===== src/rtl/entropy_src_cond_arb.sv =====
// Shares one SHA3 conditioner between the HW entropy path and the FW override path:
// round-robin grant, word forwarding with a per-seed cap, and SHA3 start/process/done sequencing.
module entropy_src_cond_arb #(
  parameter int MsgWidth  = 64,
  parameter int RateWords = 13,
  parameter int MaxWords  = 64,
  localparam int CntW     = $clog2(MaxWords + 1),
  localparam int BlkW     = $clog2(RateWords)
) (
  input  logic                clk_i,
  input  logic                rst_i,
  input  logic                enable_i,
  input  logic                local_escalate_i,
  input  logic                hw_req_i,
  input  logic                fw_req_i,
  output logic                hw_gnt_o,
  output logic                fw_gnt_o,
  input  logic                hw_valid_i,
  input  logic                fw_valid_i,
  input  logic [MsgWidth-1:0] hw_data_i,
  input  logic [MsgWidth-1:0] fw_data_i,
  output logic                hw_ready_o,
  output logic                fw_ready_o,
  input  logic                hw_process_i,
  input  logic                fw_process_i,
  output logic                sha3_start_o,
  output logic                sha3_valid_o,
  output logic [MsgWidth-1:0] sha3_data_o,
  input  logic                sha3_ready_i,
  output logic                sha3_process_o,
  input  logic                sha3_state_vld_i,
  output logic [3:0]          sha3_done_o,
  output logic                digest_vld_o,
  output logic                digest_owner_o,
  output logic [CntW-1:0]     word_cnt_o,
  output logic [BlkW-1:0]     blk_cnt_o,
  output logic                idle_o,
  output logic                err_o
);

  localparam logic [3:0] MuBi4True  = 4'h6;
  localparam logic [3:0] MuBi4False = 4'h9;

  // Sparse encoding so a single upset lands on an illegal code and traps to Error.
  typedef enum logic [5:0] {
    StIdle    = 6'b001010,
    StStart   = 6'b110100,
    StAbsorb  = 6'b011111,
    StProcess = 6'b100001,
    StWaitVld = 6'b000111,
    StDone    = 6'b111001,
    StFlush   = 6'b010000,
    StError   = 6'b101100
  } state_e;

  state_e          r_state;
  logic            r_owner;       // 0 = hw, 1 = fw
  logic            r_last_owner;
  logic            r_gnt;
  logic            r_start;
  logic            r_process;
  logic [3:0]      r_done;
  logic            r_dvld;
  logic            r_downer;
  logic            r_err;
  logic [CntW-1:0] r_word_cnt;
  logic [BlkW-1:0] r_blk_cnt;

  logic w_legal, w_active, w_absorb, w_fault;
  logic w_own_req, w_own_valid, w_own_proc, w_abort, w_ready, w_hs, w_pick;

  always_comb begin
    w_legal  = 1'b0;
    w_active = 1'b0;
    case (r_state)
      StIdle, StDone, StFlush, StError: w_legal = 1'b1;
      StStart, StAbsorb, StProcess, StWaitVld: begin
        w_legal  = 1'b1;
        w_active = 1'b1;
      end
      default: ;
    endcase
  end

  assign w_fault     = r_err | ~w_legal;
  assign w_absorb    = (r_state == StAbsorb);
  assign w_own_req   = r_owner ? fw_req_i     : hw_req_i;
  assign w_own_valid = r_owner ? fw_valid_i   : hw_valid_i;
  assign w_own_proc  = r_owner ? fw_process_i : hw_process_i;
  assign w_abort     = ~enable_i | ~w_own_req;
  assign w_ready     = w_absorb & sha3_ready_i & ~w_fault & (r_word_cnt < CntW'(MaxWords));
  assign w_hs        = w_ready & w_own_valid;
  // Contested grant goes to whoever did not finish the last seed.
  assign w_pick      = (hw_req_i & fw_req_i) ? ~r_last_owner : fw_req_i;

  always_ff @(posedge clk_i or posedge rst_i) begin
    if (rst_i) begin
      r_state      <= StIdle;
      r_owner      <= 1'b0;
      r_last_owner <= 1'b1;
      r_gnt        <= 1'b0;
      r_start      <= 1'b0;
      r_process    <= 1'b0;
      r_done       <= MuBi4False;
      r_dvld       <= 1'b0;
      r_downer     <= 1'b0;
      r_err        <= 1'b0;
    end else begin
      r_start   <= 1'b0;
      r_process <= 1'b0;
      r_done    <= MuBi4False;
      r_dvld    <= 1'b0;
      r_downer  <= 1'b0;
      if (local_escalate_i || !w_legal) begin
        r_state <= StError;
        r_err   <= 1'b1;
        r_gnt   <= 1'b0;
      end else if (w_active && w_abort) begin
        // Abort wins over a same-cycle process or digest-valid.
        r_state <= StFlush;
        r_done  <= MuBi4True;
      end else begin
        unique case (r_state)
          StIdle: if (enable_i && (hw_req_i || fw_req_i)) begin
            r_owner <= w_pick;
            r_gnt   <= 1'b1;
            r_start <= 1'b1;
            r_state <= StStart;
          end
          StStart: r_state <= StAbsorb;
          StAbsorb: if (w_own_proc && !w_own_valid) begin
            r_process <= 1'b1;
            r_state   <= StProcess;
          end
          StProcess: r_state <= StWaitVld;
          StWaitVld: if (sha3_state_vld_i) begin
            r_done   <= MuBi4True;
            r_dvld   <= 1'b1;
            r_downer <= r_owner;
            r_state  <= StDone;
          end
          StDone: begin
            r_last_owner <= r_owner;
            r_gnt        <= 1'b0;
            r_state      <= StIdle;
          end
          StFlush: begin
            r_gnt   <= 1'b0;
            r_state <= StIdle;
          end
          StError: r_err <= 1'b1;
          default: ;
        endcase
      end
    end
  end

  always_ff @(posedge clk_i or posedge rst_i) begin
    if (rst_i) begin
      r_word_cnt <= '0;
      r_blk_cnt  <= '0;
    end else if (r_state == StDone || r_state == StFlush) begin
      r_word_cnt <= '0;
      r_blk_cnt  <= '0;
    end else if (w_hs) begin
      r_word_cnt <= (r_word_cnt == CntW'(MaxWords)) ? r_word_cnt : r_word_cnt + 1'b1;
      r_blk_cnt  <= (r_blk_cnt == BlkW'(RateWords - 1)) ? '0 : r_blk_cnt + 1'b1;
    end
  end

  assign hw_gnt_o       = r_gnt & ~r_owner & ~w_fault;
  assign fw_gnt_o       = r_gnt &  r_owner & ~w_fault;
  assign hw_ready_o     = w_ready & ~r_owner;
  assign fw_ready_o     = w_ready &  r_owner;
  assign sha3_valid_o   = w_absorb & w_own_valid & ~w_fault;
  assign sha3_data_o    = r_owner ? fw_data_i : hw_data_i;
  assign sha3_start_o   = r_start & ~w_fault;
  assign sha3_process_o = r_process & ~w_fault;
  assign sha3_done_o    = w_fault ? MuBi4False : r_done;
  assign digest_vld_o   = r_dvld & ~w_fault;
  assign digest_owner_o = r_downer;
  assign word_cnt_o     = r_word_cnt;
  assign blk_cnt_o      = r_blk_cnt;
  assign idle_o         = (r_state == StIdle);
  assign err_o          = w_fault;

endmodule


===== config.mk =====
export PLATFORM = sky130hd
export DESIGN_NAME = entropy_src_cond_arb
export DESIGN_NICKNAME = d
export VERILOG_FILES = /design/src/rtl/entropy_src_cond_arb.sv
export SDC_FILE = /design/constraint.sdc
export NUM_CORES = 1
export LEC_CHECK = 0
export ABC_AREA = 1
export CAP_MARGIN = 20
export CORE_AREA = 10 10 82 84
export CTS_BUF_LIST = sky130_fd_sc_hd__clkbuf_8
export DETAILED_ROUTE_END_ITERATION = 12
export DIE_AREA = 0 0 92 94
export DONT_BUFFER_PORTS = 1
export GPL_TIMING_DRIVEN = 0
export PLACE_DENSITY = 0.66
export SYNTH_ARGS = -nofsm -noshare
export SYNTH_HDL_FRONTEND = slang
export SYNTH_SLANG_ARGS = --single-unit

===== constraint.sdc =====
create_clock -name clk_i -period 2.5 [get_ports clk_i]
set_input_delay 0.375 -clock clk_i [delete_from_list [all_inputs] [get_ports clk_i]]
set_output_delay 0.375 -clock clk_i [all_outputs]
set_load 0.02 [all_outputs]

==> impl_metrics.py <==
metrics = {
    "global_route": {
        "grt_use_met1_pct": 22.0,
        "grtUsageMet3_pct": 8.63,
        "antenna_found_initial": 0,
        "grt-busiest-layer": "met2",
        "grt.overflow.total": 0,
        "grt_util_met2_pct": 38.9,
        "grt_pass1_vias": 2762,
        "grt_max_degree": 28,
        "grt_pass1_wl_um": 15000,
        "grt_usage_pct": 21.3,
    },
    "logic_synthesis": {
        "yosysSeqAreaShare_pct": 26.7,
        "yosysWarnings": 0,
        "synth.area.top_cells": "nand2_1 37%, dfrtp_1 23%, nand3_1 6.1%",
        "synth_nets": 598,
        "syn_avg_cell_area_sq_um": 5.62,
        "yosys.area.top_type": "nand2_1",
        "ys_seq_elements": 27,
        "synth_cell_types": 34,
        "yosys.area.top_type_share_pct": 36.9,
        "syn_area_sq_mm": 0.00255,
        "synthCells": 454,
    },
    "floorplan": {
        "num_io_pins": 230,
        "dieWidth_um": 92,
        "initial_core_util_pct": 50.2,
        "rows": 26,
        "die_area_sq_mm": 0.00865,
        "core-area_sq_mm": 0.00507,
        "die_height_um": 94,
    },
    "timing": {
        "hold_violations": 0,
        "timing.final.crit_period_ns": 2.43,
        "fin_ws_ns": 0.0737,
        "fin_worst_skew_ns": 0.00272,
        "slew-limit-headroom_pct": 63.0,
        "fin_crit_sh_pct": 97.1,
        "drv_slew": 0,
        "timing.fmax_ghz": 0.412,
        "final.setup.tns_ns": 0,
        "setup_viol": 0,
        "tightestPinTransition_ns": 0.550,
        "rsz0062_at_grt": "true",
    },
    "routing": {
        "route.detailed.wl_per_inst_um": 19.6,
        "drtIter0Drc": 67,
        "viasPerCell": 5.32,
        "antenna_left": 0,
        "wl_um": 10400,
        "firstDrtPassIters": 4,
        "drc_errors": 0,
        "vias": 2834,
    },
    "pwr": {
        "p_sw_w": 0.000664,
        "switching_share_pct": 45.6,
        "power_density_mw_per_mm2": 517,
        "power.internal_w": 0.000792,
        "clkPwrFrac_pct": 18.6,
        "finalPower_w": 0.00146,
        "p_seq_share_pct": 36.6,
        "combinationalPowerShare_pct": 44.7,
        "irDropWorstVdd_mv": 0.313,
        "p_leak_nw": 1.59,
    },
    "layout": {
        "nNetsFinal": 608,
        "area_delta_synth_final_pct": 10.5,
        "antenna_cells": 0,
        "fillers": 532,
        "multi_input_area_sq_mm": 0.00168,
        "fin_area_sq_mm": 0.00282,
        "drive_above_1_share_pct": 11.4,
        "instances_no_fill": 533,
        "regArea_sq_um": 681,
    },
    "placed_design": {
        "portBuffers": 0,
        "placedCellCount": 524,
        "dp_worst_setup_slack_ns": 0.0171,
        "place_congestion": 0.941,
        "placed_area_sq_mm": 0.00264,
        "hpwlAfterDp_um": 8810,
    },
    "setup_path": {
        "path_buf_inv": 1,
        "cp_slowest_cell": "dfstp_2",
        "crit_required_ns": 2.12,
        "cpMostUsedCell": "nor2_1",
        "slowest_delay_ns": 0.59,
        "cp-end-kind": "primary output",
        "crit_family": "simple AND/OR/NAND/NOR gates",
        "arrival_ns": 2.05,
        "cp_max_fo": 6,
        "start_kind": "flip-flop",
        "path_cells": "nand2_1 > nor2_1 > nand2_2 > buf_4 > nor3_1 > nand3_1 > nor2_1",
        "crit_type": "flip-flop to primary output",
    },
    "clocking": {
        "cts_root_buffer": "clkbuf_8",
        "htree_levels": 1,
        "clk_path_buf_depth": 2,
        "cts_num_sinks": 27,
        "cts_tree": "built",
        "cts_buffers": 3,
        "cts.clk_slew.worst_paths_ns": 0.10,
        "clk_latency_ns": 0.28,
    },
    "hold_path": {
        "hold_class": "input port to flip-flop",
    },
    "run": {
        "cap_violations": 0,
    },
    "run_status": {
        "status": "complete, no violations",
    },
}
==> cell families after synthesis <==
| family | share of synthesized area (%) |
|---|---|
| compound gates | 3.73 |
| simple gates | 56.1 |
| xor+xnor | 1.37 |
| buf+inv | 10.2 |
| flops | 26.7 |
| fa+ha+maj | 1.96 |
==> power by group through the flow <==
stage / logic, W / clock network (W) / registers, W
2_1_floorplan: 0.000476 / 0 / 0.000529
3_3_place_gp: 0.000565 / 0 / 0.000539
3_5_place_dp: 0.000569 / 0 / 0.000541
4_1_cts: 0.000596 / 0.000270 / 0.000533
5_1_grt: 0.000729 / 0.000290 / 0.000542
6_report: 0.000651 / 0.000272 / 0.000533
==> placed cells by master (no fill, tap or decap), types with 5 or more instances in the layout <==
cell      Yosys  layout
o21ai_0       6       6
nand2_1     251     250
nor2_2        5       5
buf_4         3       7
nand2_2       6       5
nor3_2        3       6
inv_1        38      38
clkbuf_1     11      10
nor2_1       28      26
nand3_1      31      28
dfrtp_1      23      23
==> worst min-delay path: stages <==
cell     delay (ns)
a21oi_1        0.05
nand2_1        0.05
o21ai_0        0.07
==> repair_timing <==
item                       CTS  global route
resized for setup           11             4
pin swaps                    1             1
hold endpoints to repair     0             5
hold buffers                 0             1
setup endpoints to repair   10            24
buffers inserted             2             2
==> path summary, 6_finish.rpt <==
kind / start / end / slack (ns) / depth (start not counted)
min in group asynchronous: rst_i / blk_cnt_o[2]$_DFFE_PP0P_ / 0.49 / 2
min reg2reg: r_last_owner$_DFFE_PP1P_ / r_last_owner$_DFFE_PP1P_ / 0.49 / 2
min: hw_req_i / r_owner$_DFFE_PP0P_ / 0.29 / 3
max reg2reg: r_owner$_DFFE_PP0P_ / r_state[2]$_DFFE_PP0P_ / 0.58 / 12
max in group asynchronous: rst_i / r_done[0]$_DFF_PP1_ / 1.51 / 3
max: r_state[3]$_DFFE_PP1P_ / hw_ready_o / 0.07 / 7
==> area by class of cell <==
cell class / instances / share of cell area (%)
inverter: 43 / 5.81
tap: 70 / 3.11
clock buffer: 3 / 1.46
sequential: 27 / 24.1
multi-input combinational: 364 / 59.6
buffer: 19 / 3.24
clock inverter: 1 / 0.266
timing repair buffer: 6 / 2.40
==> synth_stat cells <==
cell and count:
a211oi_1 1, a21oi_1 3, a21oi_2 1, a31o_2 1, buf_1 4, buf_2 1, buf_4 3, buf_6 1
clkbuf_1 11, clkinv_1 2, dfrtp_1 23, dfstp_2 4, ha_1 4, inv_1 38, inv_2 2, inv_4 1
nand2_1 251, nand2_2 6, nand2_4 2, nand3_1 31, nand4_1 4, nand4_4 1, nor2_1 28, nor2_2 5
nor2_4 2, nor3_1 5, nor3_2 3, o21ai_0 6, o21ai_1 2, o21bai_1 2, or2_1 1, or2_2 1
xnor2_1 3, xor2_1 1
==> registers in the layout, summed over array words and instances (netlist names) <==
register	flops
r_gnt	1
r_process	1
r_done	2
r_err	1
r_start	1
blk_cnt_o	4
r_last_owner	1
r_owner	1
word_cnt_o	7
r_dvld	1
r_state	6
digest_owner_o	1
==> per-stage QoR <==
step                      hold slack (ns)  utilization (%)
after detailed placement            0.471             52.0
after CTS                           0.293             54.2
after global placement              0.462             52.0
after floorplan                     0.425                -
after global routing                0.288             55.5
final                               0.293             55.5
==> per-layer routing <==
layer	vias up	part of all wire, %
met3	10	10
li1	1392	-
met5	-	0
met2	162	52
met1	1270	36
met4	0	1.6
No activity file was read; power rests on OpenSTA's default activity.
